## config.mk

```make
export PLATFORM = sky130hd
export DESIGN_NAME = apb_mem_slave_p
export DESIGN_NICKNAME = d
export VERILOG_FILES = /design/src/rtl/apb_pkg.sv /design/src/rtl/apb_wait_timer.sv /design/src/rtl/apb_mem_slave_p.sv
export SDC_FILE = /design/constraint.sdc
export NUM_CORES = 1
export LEC_CHECK = 0
export BUFFER_PORTS_ARGS = -buffer_cell sky130_fd_sc_hd__buf_2
export CAP_MARGIN = 20
export CORE_ASPECT_RATIO = 0.8
export CORE_MARGIN = 4
export CORE_UTILIZATION = 55
export DETAILED_ROUTE_END_ITERATION = 8
export PLACE_DENSITY = 0.87
export REMOVE_ABC_BUFFERS = 1
export SYNTH_ARGS = -nofsm -noshare
export SYNTH_HDL_FRONTEND = slang
export SYNTH_SLANG_ARGS = --single-unit
export TNS_END_PERCENT = 50
```

## constraint.sdc

```tcl
create_clock -name clk -period 3.49 [get_ports clk]
set_clock_uncertainty 0.05 [all_clocks]
set_input_delay 0 -clock clk [delete_from_list [all_inputs] [get_ports clk]]
set_output_delay 0 -clock clk [all_outputs]
set_load 0.01 [all_outputs]
```

## src/rtl/apb_pkg.sv

```systemverilog
// Shared types and default widths for the parametrised APB memory slave.
package apb_pkg;

  typedef enum logic [2:0] {
    StIdle,
    StSetup,
    StWait,
    StAccess,
    StResp
  } apb_state_e;

  localparam int unsigned DefDataW    = 8;
  localparam int unsigned DefAddrW    = 8;
  localparam int unsigned DefSelW     = 2;
  localparam int unsigned DefWaitW    = 8;
  localparam int unsigned DefMemDepth = 256;
  localparam int unsigned DefTimeout  = 16;

endpackage

```

## src/rtl/apb_wait_timer.sv

```systemverilog
// Loadable down-counter; done is high while the count sits at 1, so a load of N
// followed by N decrementing cycles reports done on the last of them.
module apb_wait_timer #(
  parameter int unsigned CNT_W = 8
) (
  input  logic             clk,
  input  logic             reset,
  input  logic             load,
  input  logic [CNT_W-1:0] load_val,
  input  logic             dec,
  output logic             done
);

  logic [CNT_W-1:0] cnt_d, cnt_q;

  always_comb begin
    cnt_d = cnt_q;
    if (load) begin
      cnt_d = load_val;
    end else if (dec && (cnt_q != '0)) begin
      cnt_d = cnt_q - CNT_W'(1);
    end
  end

  always_ff @(posedge clk) begin
    if (reset) begin
      cnt_q <= '0;
    end else begin
      cnt_q <= cnt_d;
    end
  end

  assign done = (cnt_q == CNT_W'(1));

endmodule

```

## src/rtl/apb_mem_slave_p.sv

```systemverilog
// APB slave bridging to a memory target with wait states, address-range check,
// ready handshake with optional timeout and an error response.
module apb_mem_slave_p
  import apb_pkg::*;
#(
  parameter int unsigned DATA_W    = DefDataW,
  parameter int unsigned ADDR_W    = DefAddrW,
  parameter int unsigned SEL_W     = DefSelW,
  parameter int unsigned WAIT_W    = DefWaitW,
  parameter int unsigned MEM_DEPTH = DefMemDepth,
  parameter int unsigned TIMEOUT   = DefTimeout
) (
  input  logic              clk,
  input  logic              reset,
  input  logic [SEL_W-1:0]  id,
  input  logic [SEL_W-1:0]  sel,
  input  logic              enable,
  input  logic              write,
  input  logic [ADDR_W-1:0] addr,
  input  logic [DATA_W-1:0] wdata,
  input  logic [WAIT_W-1:0] wait_cycles,
  output logic              ready,
  output logic [DATA_W-1:0] rdata,
  output logic              error,
  output logic              mem_ce,
  output logic              mem_wren,
  output logic              mem_rden,
  output logic [ADDR_W-1:0] mem_addr,
  output logic [DATA_W-1:0] mem_wdata,
  input  logic [DATA_W-1:0] mem_rdata,
  input  logic              mem_ready,
  input  logic              mem_error
);

  // One counter serves both WAIT and the ACCESS timeout, so size it for either.
  localparam int unsigned TmoW = (TIMEOUT > 0) ? $clog2(TIMEOUT + 1) : 1;
  localparam int unsigned CntW = (WAIT_W > TmoW) ? WAIT_W : TmoW;

  apb_state_e        state_d, state_q;
  logic              ready_d, ready_q;
  logic              error_d, error_q;
  logic [DATA_W-1:0] rdata_d, rdata_q;
  logic              ce_d, ce_q;
  logic              wren_d, wren_q;
  logic              rden_d, rden_q;
  logic [ADDR_W-1:0] addr_d, addr_q;
  logic [DATA_W-1:0] wdata_d, wdata_q;
  logic              write_d, write_q;
  logic [WAIT_W-1:0] wait_d, wait_q;

  logic            tmr_load, tmr_dec, tmr_done;
  logic [CntW-1:0] tmr_val;
  logic            selected, abort, out_of_range;

  assign selected     = (sel == id);
  assign abort        = !selected || !enable;
  assign out_of_range = (32'(addr_q) >= MEM_DEPTH);

  apb_wait_timer #(
    .CNT_W (CntW)
  ) u_timer (
    .clk      (clk),
    .reset    (reset),
    .load     (tmr_load),
    .load_val (tmr_val),
    .dec      (tmr_dec),
    .done     (tmr_done)
  );

  always_comb begin
    state_d  = state_q;
    ready_d  = 1'b0;
    error_d  = 1'b0;
    rdata_d  = rdata_q;
    addr_d   = addr_q;
    wdata_d  = wdata_q;
    write_d  = write_q;
    wait_d   = wait_q;
    tmr_load = 1'b0;
    tmr_val  = '0;
    tmr_dec  = 1'b0;
    case (state_q)
      StIdle: begin
        if (selected && !enable) begin
          addr_d  = addr;
          wdata_d = wdata;
          write_d = write;
          wait_d  = wait_cycles;
          state_d = StSetup;
        end
      end
      StSetup: begin
        if (abort) begin
          state_d = StIdle;
        end else if (out_of_range) begin
          state_d = StResp;
          ready_d = 1'b1;
          error_d = 1'b1;
        end else if (wait_q == '0) begin
          state_d  = StAccess;
          tmr_load = 1'b1;
          tmr_val  = CntW'(TIMEOUT);
        end else begin
          state_d  = StWait;
          tmr_load = 1'b1;
          tmr_val  = CntW'(wait_q);
        end
      end
      StWait: begin
        tmr_dec = 1'b1;
        if (abort) begin
          state_d = StIdle;
        end else if (tmr_done) begin
          state_d  = StAccess;
          tmr_load = 1'b1;
          tmr_val  = CntW'(TIMEOUT);
        end
      end
      StAccess: begin
        tmr_dec = 1'b1;
        if (abort) begin
          state_d = StIdle;
        end else if (mem_ready) begin
          state_d = StResp;
          ready_d = 1'b1;
          error_d = mem_error;
          if (!write_q) begin
            rdata_d = mem_error ? '0 : mem_rdata;
          end
        end else if ((TIMEOUT != 0) && tmr_done) begin
          state_d = StResp;
          ready_d = 1'b1;
          error_d = 1'b1;
        end
      end
      StResp: begin
        state_d = StIdle;
      end
      default: begin
        state_d = StIdle;
      end
    endcase
    ce_d   = (state_d == StAccess);
    wren_d = ce_d && write_q;
    rden_d = ce_d && !write_q;
  end

  always_ff @(posedge clk) begin
    if (reset) begin
      state_q <= StIdle;
      ready_q <= 1'b0;
      error_q <= 1'b0;
      rdata_q <= '0;
      ce_q    <= 1'b0;
      wren_q  <= 1'b0;
      rden_q  <= 1'b0;
      addr_q  <= '0;
      wdata_q <= '0;
      write_q <= 1'b0;
      wait_q  <= '0;
    end else begin
      state_q <= state_d;
      ready_q <= ready_d;
      error_q <= error_d;
      rdata_q <= rdata_d;
      ce_q    <= ce_d;
      wren_q  <= wren_d;
      rden_q  <= rden_d;
      addr_q  <= addr_d;
      wdata_q <= wdata_d;
      write_q <= write_d;
      wait_q  <= wait_d;
    end
  end

  assign ready     = ready_q;
  assign error     = error_q;
  assign rdata     = rdata_q;
  assign mem_ce    = ce_q;
  assign mem_wren  = wren_q;
  assign mem_rden  = rden_q;
  assign mem_addr  = addr_q;
  assign mem_wdata = wdata_q;

endmodule

```

==> results.sh <==
export IMPL_pwr_share_comb=0.146
export IMPL_insertedDiodeCount=0
export IMPL_synth_cell_types=50
export IMPL_dr_first_iter_drc_count=204
export IMPL_synth_top_flop_cell="dfxtp_1"
export IMPL_rsz0062_at_grt="no"
export IMPL_grt_pass1_vias=2200
export IMPL_synth_edf_count=0
export IMPL_regArea_um2=981
export IMPL_gp_congestion=0.928
export IMPL_cts_resized_gates=0
export IMPL_port_buffers=70
export IMPL_slew_viol_final=0
export IMPL_finalPower_mw=1.17
export IMPL_syn_area_um2=2380
export IMPL_fill_cells=275
export IMPL_boundaryPins=71
export IMPL_clk_latency_ns=0.31
export IMPL_setup_viol=0
export IMPL_die_h_um=66.8
export IMPL_drive_gt1_frac=0.264
export IMPL_internal_power_uw=871
export IMPL_switching_share=0.254
export IMPL_startpoint_type="flop"
export IMPL_cts_buffers=5
export IMPL_cts_max_path_buffers=2
export IMPL_min_path_cells=3
export IMPL_ir_drop_uv=288
export IMPL_dr_total_vias=2358
export IMPL_die_area_um2=5440
export IMPL_fmax_mhz=482
export IMPL_ant_nets=0
export IMPL_overflow=0
export IMPL_wl_um=6700
export IMPL_worstPathMaxFanout=9
export IMPL_pwr_share_seq=0.503
export IMPL_report_final_hold_viol_count=0
export IMPL_setup_tns_final_ns=0
export IMPL_cts_max_level=2
export IMPL_yosys_area_top_type="dfxtp_1"
export IMPL_start_util=0.569
export IMPL_die_x_um=81.5
export IMPL_multi_input_area_um2=1280
export IMPL_synth_area_leaders="dfxtp_1, mux2i_1, nor2_1, a211oi_1, nand4b_1"
export IMPL_status="completed"
export IMPL_async_flop_share=0
export IMPL_seq_area_frac_synth=0.413
export IMPL_p_clk_frac=0.351
export IMPL_grt_pass1_wl_um=10600
export IMPL_arrival_ns=2.24
export IMPL_hp_class="in2reg"
export IMPL_track_usage=0.259
export IMPL_grt_max_degree=48
export IMPL_switching_power_uw=296
export IMPL_fin_util=0.754
export IMPL_drc_errors=0
export IMPL_relSlewSlack=0.423
export IMPL_antenna_found_initial=0
export IMPL_firstDrtPassIters=6
export IMPL_yosys_warnings=0
export IMPL_maxCapViolations=0
export IMPL_dp_hpwl_um=3950
export IMPL_avgSynthCellArea_um2=9.43
export IMPL_synth_top_cell_area_share=0.413
export IMPL_end_kind="flop"
export IMPL_fin_nets=389
export IMPL_crit_type="reg2reg"
export IMPL_p_per_area_nw_per_um2=370
export IMPL_area_growth_pct=32.6
export IMPL_synth_common_cells="dfxtp_1, nor2_1, mux2i_1, a211oi_1, a21oi_1"
export IMPL_core_um2=4180
export IMPL_root_buffer="clkbuf_8"
export IMPL_tightest_slew_ns=0.866
export IMPL_syn_instance_count=252
export IMPL_fin_crit_ns=2.07
export IMPL_vias_per_cell=5.87
export IMPL_clock_sinks=49
export IMPL_path_clk_slew_ns=0.09
export IMPL_reg2reg_depth=5
export IMPL_wire_per_inst_um=16.7
export IMPL_final_period_utilization=0.594
export IMPL_yosysMostFrequentCell="dfxtp_1"
export IMPL_tritoncts="yes"
export IMPL_ys_ff_latch=49
export IMPL_row_count=21
export IMPL_power_leakage_nw=1.45
export IMPL_required_ns=3.66
[metal layers]
layer,track usage,wire [µm]
met1,0.345,2830
met2,0.404,3120
met3,0.0730,632
met4,0.0781,114
met5,0,0
[layout by cell type (no fill, tap or decap), types with 2 or more instances in the layout]
master          n
nor3_1          7
a221oi_2        2
a211oi_1       12
a311oi_1        3
xnor2_1         3
nor2b_1         2
and4b_1         2
clkbuf_8        5
a21oi_1        12
a22o_1          2
nand4_1         5
dfxtp_1        49
inv_1           6
mux2i_1        25
o21ai_0        10
ha_1            2
buf_2          70
nor4_1          3
dlygate4sd3_1  33
and2_1          2
a21o_1          3
and3b_1         2
o211ai_1        2
nand4b_1       10
a31oi_1         3
nand2_1         6
nor2_1         33
nand3_1         6
[worst max-delay path, cell delays in order (launching register included)]
cell and delay, ns:
dfxtp_1 0.43, ha_1 0.27, nor4b_2 0.38, a31o_1 0.41, a21oi_4 0.12, o41ai_2 0.32
[final cells by class]
cell class	instances	area share
multi-input cells	179	0.406
inverters	6	0.00715
repair buffers	104	0.218
clock buffers	5	0.0218
well taps	57	0.0226
clock inverters	2	0.0123
flip-flops and latches	49	0.311
[logic make-up (layout without fill, tap and decap cells)]
| kind of cell | Yosys count | count (layout) | synth area share |
|---|---|---|---|
| flip-flops | 49 | 49 | 0.413 |
| AO/OA/AOI/OAI | 59 | 59 | 0.183 |
| buffers and inverters | 24 | 117 | 0.0484 |
| AND/OR/NAND/NOR | 89 | 89 | 0.224 |
| adder cells (fa/ha/maj) | 2 | 2 | 0.0105 |
| multiplexers | 26 | 26 | 0.110 |
| XOR/XNOR | 3 | 3 | 0.0111 |
[worst paths after layout]
check,start,endpoint,slack (ns)
setup reg to reg,u_timer.cnt_q[0],u_timer.cnt_q[6],1.42
hold reg to reg,rdata[0],rdata[0],0.43
hold / removal,mem_error,rdata[1],0.03
setup / recovery,u_timer.cnt_q[0],u_timer.cnt_q[6],1.42
[sequential cells by signal, indices dropped and copies added (netlist names)]
name	cells
state_q	3
mem_addr	8
mem_wren	1
mem_ce	1
wait_q	8
rdata	8
u_timer.cnt_q	8
ready	1
mem_wdata	8
mem_rden	1
write_q	1
error	1
[power by group through the flow]
stage / registers [mW] / clock network (mW) / logic [mW]
2_1_floorplan: 0.600 / 0 / 0.0757
3_3_place_gp: 0.598 / 0 / 0.132
3_5_place_dp: 0.598 / 0 / 0.135
4_1_cts: 0.586 / 0.410 / 0.164
5_1_grt: 0.589 / 0.438 / 0.184
6_report: 0.587 / 0.410 / 0.170
[repair_timing]
action,4_1_cts,5_1_grt
buffers inserted,0,0
hold buffers,33,0
endpoints found under the setup margin,0,0
endpoints found under the hold margin,33,0
[through the flow]
step	setup WS [ns]	cell area (µm²)	hold WS, ns	instances
floorplan	1.58	2280	0.0162	234
global placement	1.57	2710	0.178	362
detailed placement	1.48	2710	0.187	362
CTS	1.44	3150	0.00941	402
global route	1.28	3150	0.0330	402
finish	1.42	3150	0.0290	402
Note: power is estimated with default switching activity, not from simulation.
